### src/rtl/ifetch_queue_if.sv
// Handshake bundle between the instruction prefetch queue, instruction memory,
// the IR load path and the redirect source in control.
interface ifetch_queue_if;
    logic        redirect;
    logic [15:0] redirect_pc;
    logic [15:0] mem_address;
    logic        mem_read;
    logic        mem_resp;
    logic [15:0] mem_rdata;
    logic        instr_valid;
    logic        instr_take;
    logic [15:0] instr_word;
    logic [15:0] instr_pc;

    modport master (
        input  redirect, redirect_pc, mem_resp, mem_rdata, instr_take,
        output mem_address, mem_read, instr_valid, instr_word, instr_pc
    );

    modport slave (
        output redirect, redirect_pc, mem_resp, mem_rdata, instr_take,
        input  mem_address, mem_read, instr_valid, instr_word, instr_pc
    );
endinterface

### src/rtl/ifetch_queue.sv
// Instruction prefetch queue: fetches words ahead of the IR, tags each with its PC.
// Optional IFETCH_PERF_EN adds saturating fetch and starvation counters.
module ifetch_queue #(
    parameter int unsigned DEPTH    = 4,
    parameter logic [15:0] RESET_PC = 16'h0000
) (
    input  logic          clk,
    input  logic          reset,
    ifetch_queue_if.master bus
`ifdef IFETCH_PERF_EN
    ,
    output logic [15:0]   perf_fetches,
    output logic [15:0]   perf_stalls
`endif
);

    localparam int unsigned AW = (DEPTH > 1) ? $clog2(DEPTH) : 1;
    localparam int unsigned CW = AW + 1;

    typedef enum logic [1:0] {
        S_IDLE    = 2'd0,
        S_FETCH   = 2'd1,
        S_DISCARD = 2'd2
    } state_t;

    state_t        r_state;
    state_t        w_state_nxt;
    logic [15:0]   r_fetch_pc;
    logic [15:0]   w_fetch_pc_nxt;
    logic [15:0]   r_req_addr;
    logic [15:0]   w_req_addr_nxt;
    logic [AW-1:0] r_head;
    logic [AW-1:0] r_tail;
    logic [CW-1:0] r_count;
    logic [CW-1:0] w_count_post;
    logic [15:0]   r_pc_q   [DEPTH];
    logic [15:0]   r_word_q [DEPTH];
    logic          w_take;
    logic          w_wr;
    logic          w_not_full;
    logic [15:0]   w_redirect_pc;

    // Redirect wins over both the pop and the push in its cycle.
    assign w_redirect_pc = bus.redirect_pc & 16'hFFFE;
    assign w_take        = bus.instr_take && (r_count != '0) && !bus.redirect;
    assign w_wr          = (r_state == S_FETCH) && bus.mem_resp && !bus.redirect;
    assign w_count_post  = r_count + CW'(w_wr) - CW'(w_take);
    assign w_not_full    = (r_count < CW'(DEPTH));

    assign bus.mem_read    = (r_state != S_IDLE);
    assign bus.mem_address = r_req_addr;
    assign bus.instr_valid = (r_count != '0);
    assign bus.instr_word  = r_word_q[r_head];
    assign bus.instr_pc    = r_pc_q[r_head];

    always_comb begin
        w_state_nxt    = r_state;
        w_fetch_pc_nxt = r_fetch_pc;
        w_req_addr_nxt = r_req_addr;

        if (bus.redirect) begin
            w_fetch_pc_nxt = w_redirect_pc;
        end

        case (r_state)
            S_IDLE: begin
                if (!bus.redirect && w_not_full) begin
                    w_req_addr_nxt = r_fetch_pc;
                    w_state_nxt    = S_FETCH;
                end
            end
            S_FETCH: begin
                if (bus.redirect) begin
                    w_state_nxt = bus.mem_resp ? S_IDLE : S_DISCARD;
                end else if (bus.mem_resp) begin
                    w_fetch_pc_nxt = r_req_addr + 16'd2;
                    // Chain the next request only if the word just written leaves room.
                    if (w_count_post < CW'(DEPTH)) begin
                        w_req_addr_nxt = r_req_addr + 16'd2;
                    end else begin
                        w_state_nxt = S_IDLE;
                    end
                end
            end
            S_DISCARD: begin
                if (bus.mem_resp) begin
                    w_state_nxt = S_IDLE;
                end
            end
            default: begin
                w_state_nxt = S_IDLE;
            end
        endcase
    end

    always_ff @(posedge clk) begin
        if (reset) begin
            r_state    <= S_IDLE;
            r_fetch_pc <= RESET_PC;
            r_req_addr <= RESET_PC;
            r_head     <= '0;
            r_tail     <= '0;
            r_count    <= '0;
        end else begin
            r_state    <= w_state_nxt;
            r_fetch_pc <= w_fetch_pc_nxt;
            r_req_addr <= w_req_addr_nxt;
            if (bus.redirect) begin
                r_head  <= '0;
                r_tail  <= '0;
                r_count <= '0;
            end else begin
                if (w_wr) begin
                    r_tail <= r_tail + AW'(1);
                end
                if (w_take) begin
                    r_head <= r_head + AW'(1);
                end
                r_count <= w_count_post;
            end
        end
    end

    // Entry payload needs no reset; validity is tracked by r_count.
    always_ff @(posedge clk) begin
        if (w_wr) begin
            r_pc_q[r_tail]   <= r_req_addr;
            r_word_q[r_tail] <= bus.mem_rdata;
        end
    end

`ifdef IFETCH_PERF_EN
    logic [15:0] r_perf_fetches;
    logic [15:0] r_perf_stalls;
    logic        w_starved;

    assign w_starved    = (r_count == '0) && (r_state != S_IDLE);
    assign perf_fetches = r_perf_fetches;
    assign perf_stalls  = r_perf_stalls;

    always_ff @(posedge clk) begin
        if (reset) begin
            r_perf_fetches <= '0;
            r_perf_stalls  <= '0;
        end else begin
            if (w_wr && (r_perf_fetches != 16'hFFFF)) begin
                r_perf_fetches <= r_perf_fetches + 16'd1;
            end
            if (w_starved && (r_perf_stalls != 16'hFFFF)) begin
                r_perf_stalls <= r_perf_stalls + 16'd1;
            end
        end
    end
`endif

endmodule
### src/flat_wrapper.sv
// flat-port wrapper written by rule: the top's interface ports become plain ports
module ifetch_queue_flat 
#(
    parameter int unsigned DEPTH    = 4,
    parameter logic [15:0] RESET_PC = 16'h0000
)
  (clk, reset, bus_redirect, bus_redirect_pc, bus_mem_resp, bus_mem_rdata, bus_instr_take, bus_mem_address, bus_mem_read, bus_instr_valid, bus_instr_word, bus_instr_pc);
  ifetch_queue_if bus_i ();
  input  logic clk;
  input  logic reset;
  input wire logic [$bits(bus_i.redirect)-1:0] bus_redirect;
  input wire logic [$bits(bus_i.redirect_pc)-1:0] bus_redirect_pc;
  input wire logic [$bits(bus_i.mem_resp)-1:0] bus_mem_resp;
  input wire logic [$bits(bus_i.mem_rdata)-1:0] bus_mem_rdata;
  input wire logic [$bits(bus_i.instr_take)-1:0] bus_instr_take;
  output wire logic [$bits(bus_i.mem_address)-1:0] bus_mem_address;
  output wire logic [$bits(bus_i.mem_read)-1:0] bus_mem_read;
  output wire logic [$bits(bus_i.instr_valid)-1:0] bus_instr_valid;
  output wire logic [$bits(bus_i.instr_word)-1:0] bus_instr_word;
  output wire logic [$bits(bus_i.instr_pc)-1:0] bus_instr_pc;
  assign bus_i.redirect = bus_redirect;
  assign bus_i.redirect_pc = bus_redirect_pc;
  assign bus_i.mem_resp = bus_mem_resp;
  assign bus_i.mem_rdata = bus_mem_rdata;
  assign bus_i.instr_take = bus_instr_take;
  assign bus_mem_address = bus_i.mem_address;
  assign bus_mem_read = bus_i.mem_read;
  assign bus_instr_valid = bus_i.instr_valid;
  assign bus_instr_word = bus_i.instr_word;
  assign bus_instr_pc = bus_i.instr_pc;
  ifetch_queue #(.DEPTH(DEPTH), .RESET_PC(RESET_PC)) u_core (.clk(clk), .reset(reset), .bus(bus_i));
endmodule
### config.mk
export PLATFORM = sky130hd
export DESIGN_NAME = ifetch_queue_flat
export DESIGN_NICKNAME = d
export VERILOG_FILES = /design/src/rtl/ifetch_queue_if.sv /design/src/rtl/ifetch_queue.sv /design/src/flat_wrapper.sv
export SDC_FILE = /design/constraint.sdc
export NUM_CORES = 1
export LEC_CHECK = 0
export BUFFER_PORTS_ARGS = -buffer_cell sky130_fd_sc_hd__buf_2
export CAP_MARGIN = 5
export CORE_MARGIN = 1.5
export CORE_UTILIZATION = 50
export CTS_CLUSTER_SIZE = 40
export DETAILED_ROUTE_END_ITERATION = 6
export HOLD_SLACK_MARGIN = 0.1
export PLACE_DENSITY = 0.7
export SYNTH_ARGS = -nofsm -noshare
export SYNTH_HDL_FRONTEND = slang
export SYNTH_SLANG_ARGS = --single-unit
### constraint.sdc
create_clock -name clk -period 7.4 [get_ports clk]
set_clock_uncertainty 0.1 [all_clocks]
set_input_delay 1.48 -clock clk [delete_from_list [all_inputs] [get_ports clk]]
set_output_delay 1.48 -clock clk [all_outputs]
set_load 0.03 [all_outputs]
==> flow_metrics.env <==
export IMPL_cts_sinks=171
export IMPL_drt_iter0_drc=345
export IMPL_r2r_start="u_core.r_state[0]"
export IMPL_grt_usage_pct=19.64
export IMPL_globalRouteOverflowTotal=0
export IMPL_h_tree_depth=4
export IMPL_initial_utilization_pct=50.84
export IMPL_rsz0062_at_grt="no"
export IMPL_drc=0
export IMPL_multi_input_area_mm2=0.002137
export IMPL_reg2reg_setup_slack_ns=3.48
export IMPL_synth_cell_types=53
export IMPL_gp_congestion=0.8020
export IMPL_cts_resized=0
export IMPL_grt_max_degree=34
export IMPL_cts_root_buf="clkbuf_16"
export IMPL_synth_flop_cell="edfxtp_1"
export IMPL_seq_area_mm2=0.004706
export IMPL_top_layer_used="met4"
export IMPL_fin_nets=598
export IMPL_whs_path_depth=2
export IMPL_hold_class="register to register"
export IMPL_dp_cells=714
export IMPL_design_core_area_mm2=0.01383
export IMPL_syn_avg_cell_area_um2=14.77
export IMPL_slew_headroom_pct=19.55
export IMPL_grt_pass1_wl_um=21600
export IMPL_fin_crit_sh_pct=61.28
export IMPL_cp_required_ns=7.60
export IMPL_synthArstFlopShare_pct=0
export IMPL_tns_ns=0
export IMPL_wl_met3_um=734
export IMPL_postSynthCellCount=476
export IMPL_hold_end="u_core.r_fetch_pc[0]"
export IMPL_wl_met1_um=5953
export IMPL_yosys_warnings=0
export IMPL_post_cts_buffers=0
export IMPL_ant_nets=0
export IMPL_dp_hpwl_um=8318
export IMPL_vias=4215
export IMPL_yosysTopAreaCell="edfxtp_1"
export IMPL_startpoint_type="input port"
export IMPL_layout_drive_gt1_share_pct=29.33
export IMPL_clock_latency_ns=0.42
export IMPL_viasPerCell=5.650
export IMPL_die_w_um=121.6
export IMPL_ir_worst_vdd_mv=0.1563
export IMPL_firstDrtPassIters=4
export IMPL_cts_buffers=17
export IMPL_area_growth_pct=16.34
export IMPL_die_area_mm2=0.01478
export IMPL_stdcell_count=746
export IMPL_wl_um=13610
export IMPL_port_buffers=85
export IMPL_dieHeight_um=121.6
export IMPL_synth_nets=521
export IMPL_p_total_mw=2.115
export IMPL_synth_edf_count=128
export IMPL_fin_crit_ns=4.535
export IMPL_post_drt_wl_per_cell_um=18.24
export IMPL_fmax_ghz=0.2205
export IMPL_slew_viol_final=0
export IMPL_nFillCells=1058
export IMPL_wl_met2_um=6781
export IMPL_place_area_mm2=0.007535
export IMPL_design_area_mm2=0.008178
export IMPL_worst_slew_pin_slew_ns=1.207
export IMPL_cellLeakagePower_nw=2.861
export IMPL_setup_violations=0
export IMPL_grt_pass1_vias=4061
export IMPL_netlist_top_cells_count="edfxtp_1, nand2_1, dfxtp_1, nor2_1, mux4_2"
export IMPL_io_pins=87
export IMPL_seq_area_frac_synth_pct=66.93
export IMPL_tritoncts="yes"
export IMPL_cp_end_kind="register"
export IMPL_setup_ws_ns=2.865
export IMPL_status="finished clean"
export IMPL_antenna_found_initial=0
export IMPL_ctsLongestPathBuffers=2
export IMPL_cp_max_fo=20
export IMPL_worstPathArrival_ns=4.74
export IMPL_yosysTopAreaCellShare_pct=54.68
export IMPL_r2r_cells=9
export IMPL_hp_start="u_core.r_fetch_pc[0]"
export IMPL_drv_cap=0
export IMPL_ys_ff_latch=171
export IMPL_syn_area_mm2=0.007029
export IMPL_num_antenna_cells=0
export IMPL_dp_slack_ns=2.464
export IMPL_powerDensity_mw_per_mm2=258.7
export IMPL_cts_hold_buf=0
export IMPL_crit_type="input port to register"
export IMPL_crit_start="bus_mem_resp"
export IMPL_path_clk_slew_ns=0.06
export IMPL_synthTopCellsByArea="edfxtp_1, dfxtp_1, mux4_2"
export IMPL_hold_viol_final=0
export IMPL_synth_most_common_cell="edfxtp_1"
export IMPL_row_count=43
export IMPL_worst_r2r_endpoint="u_core.bus.mem_address[15]"
per-stage QoR:
stage / hold slack, ns / utilization, %
CTS: 0.3611 / 59.14
global placement: 0.3433 / 54.49
detailed placement: 0.3521 / 54.49
floorplan: 0.3360 / -
finish: 0.3582 / 59.14
global route: 0.3835 / 59.14
cells by family (layout without fill, tap and decap cells):
logic type      count (synthesis)  count (layout)  synth area share [%]
xor+xnor                       17              17                 2.118
flops                         171             171                 66.93
buf+inv                        36             126                 2.741
fa+ha+maj                       8               8                 1.531
compound gates                 76              76                 6.889
mux                            34              34                 10.54
simple gates                  134             134                 9.256
routing by layer:
| layer | vias up | track usage (%) |
|---|---|---|
| met1 | 2126 | 25.88 |
| met5 | - | 0 |
| li1 | 1956 | - |
| met3 | 11 | 5.571 |
| met4 | 0 | 5.882 |
| met2 | 122 | 31.99 |
layout make-up:
class	instances	share of cell area, %
repair buffers	87	5.386
well taps	180	2.754
clock inverters	15	2.662
flip-flops and latches	171	57.54
clock buffers	17	5.202
inverters	7	0.3213
multi-input cells	269	26.13
worst max-delay path by stage:
stage	endpoint	cells after the start
after floorplan	u_core.bus.mem_address[15]	10
after global placement	u_core.bus.mem_address[15]	10
after detailed placement	u_core.bus.mem_address[15]	10
after CTS	u_core.bus.mem_address[15]	10
after global routing	u_core.bus.mem_address[15]	10
final	u_core.bus.mem_address[15]	10
flip-flops by register name (all words and copies together), names as in the netlist, named ones only:
name and flops:
u_core.bus.mem_address 16, u_core.r_tail 2, u_core.r_pc_q 64, u_core.r_word_q 64
u_core.r_count 3, u_core.r_fetch_pc 16, u_core.r_state 2, u_core.r_head 2
power breakdown:
part | internal [mW] | switching, mW
clock network | 0.599 | 0.355
logic | 0.0356 | 0.0647
registers | 1.04 | 0.0184
critical path, cell delays in order:
cell	delay [ns]
buf_2	0.11
nand3b_1	0.63
nor2_2	0.71
ha_1	0.27
fa_1	0.22
xor2_1	0.09
a21o_1	0.19
a31oi_2	0.59
nor3_1	0.11
a221o_1	0.31
cell usage in the layout (no fill, tap or decap), types with 4 or more instances in the layout:
| cell type | instances |
|---|---|
| edfxtp_1 | 128 |
| buf_2 | 85 |
| nand2_1 | 44 |
| nor2_1 | 42 |
| dfxtp_1 | 42 |
| mux4_2 | 32 |
| a21oi_1 | 24 |
| o21ai_0 | 22 |
| clkbuf_16 | 17 |
| xnor2_1 | 9 |
| xor2_1 | 8 |
| inv_1 | 7 |
| a22o_1 | 7 |
| ha_1 | 7 |
| nand3_1 | 6 |
| nand2b_1 | 5 |
| o31ai_1 | 5 |
| bufinv_16 | 5 |
| and2_2 | 4 |
| and2_1 | 4 |
| nor3_1 | 4 |
No activity file was read; power rests on OpenSTA's default activity.
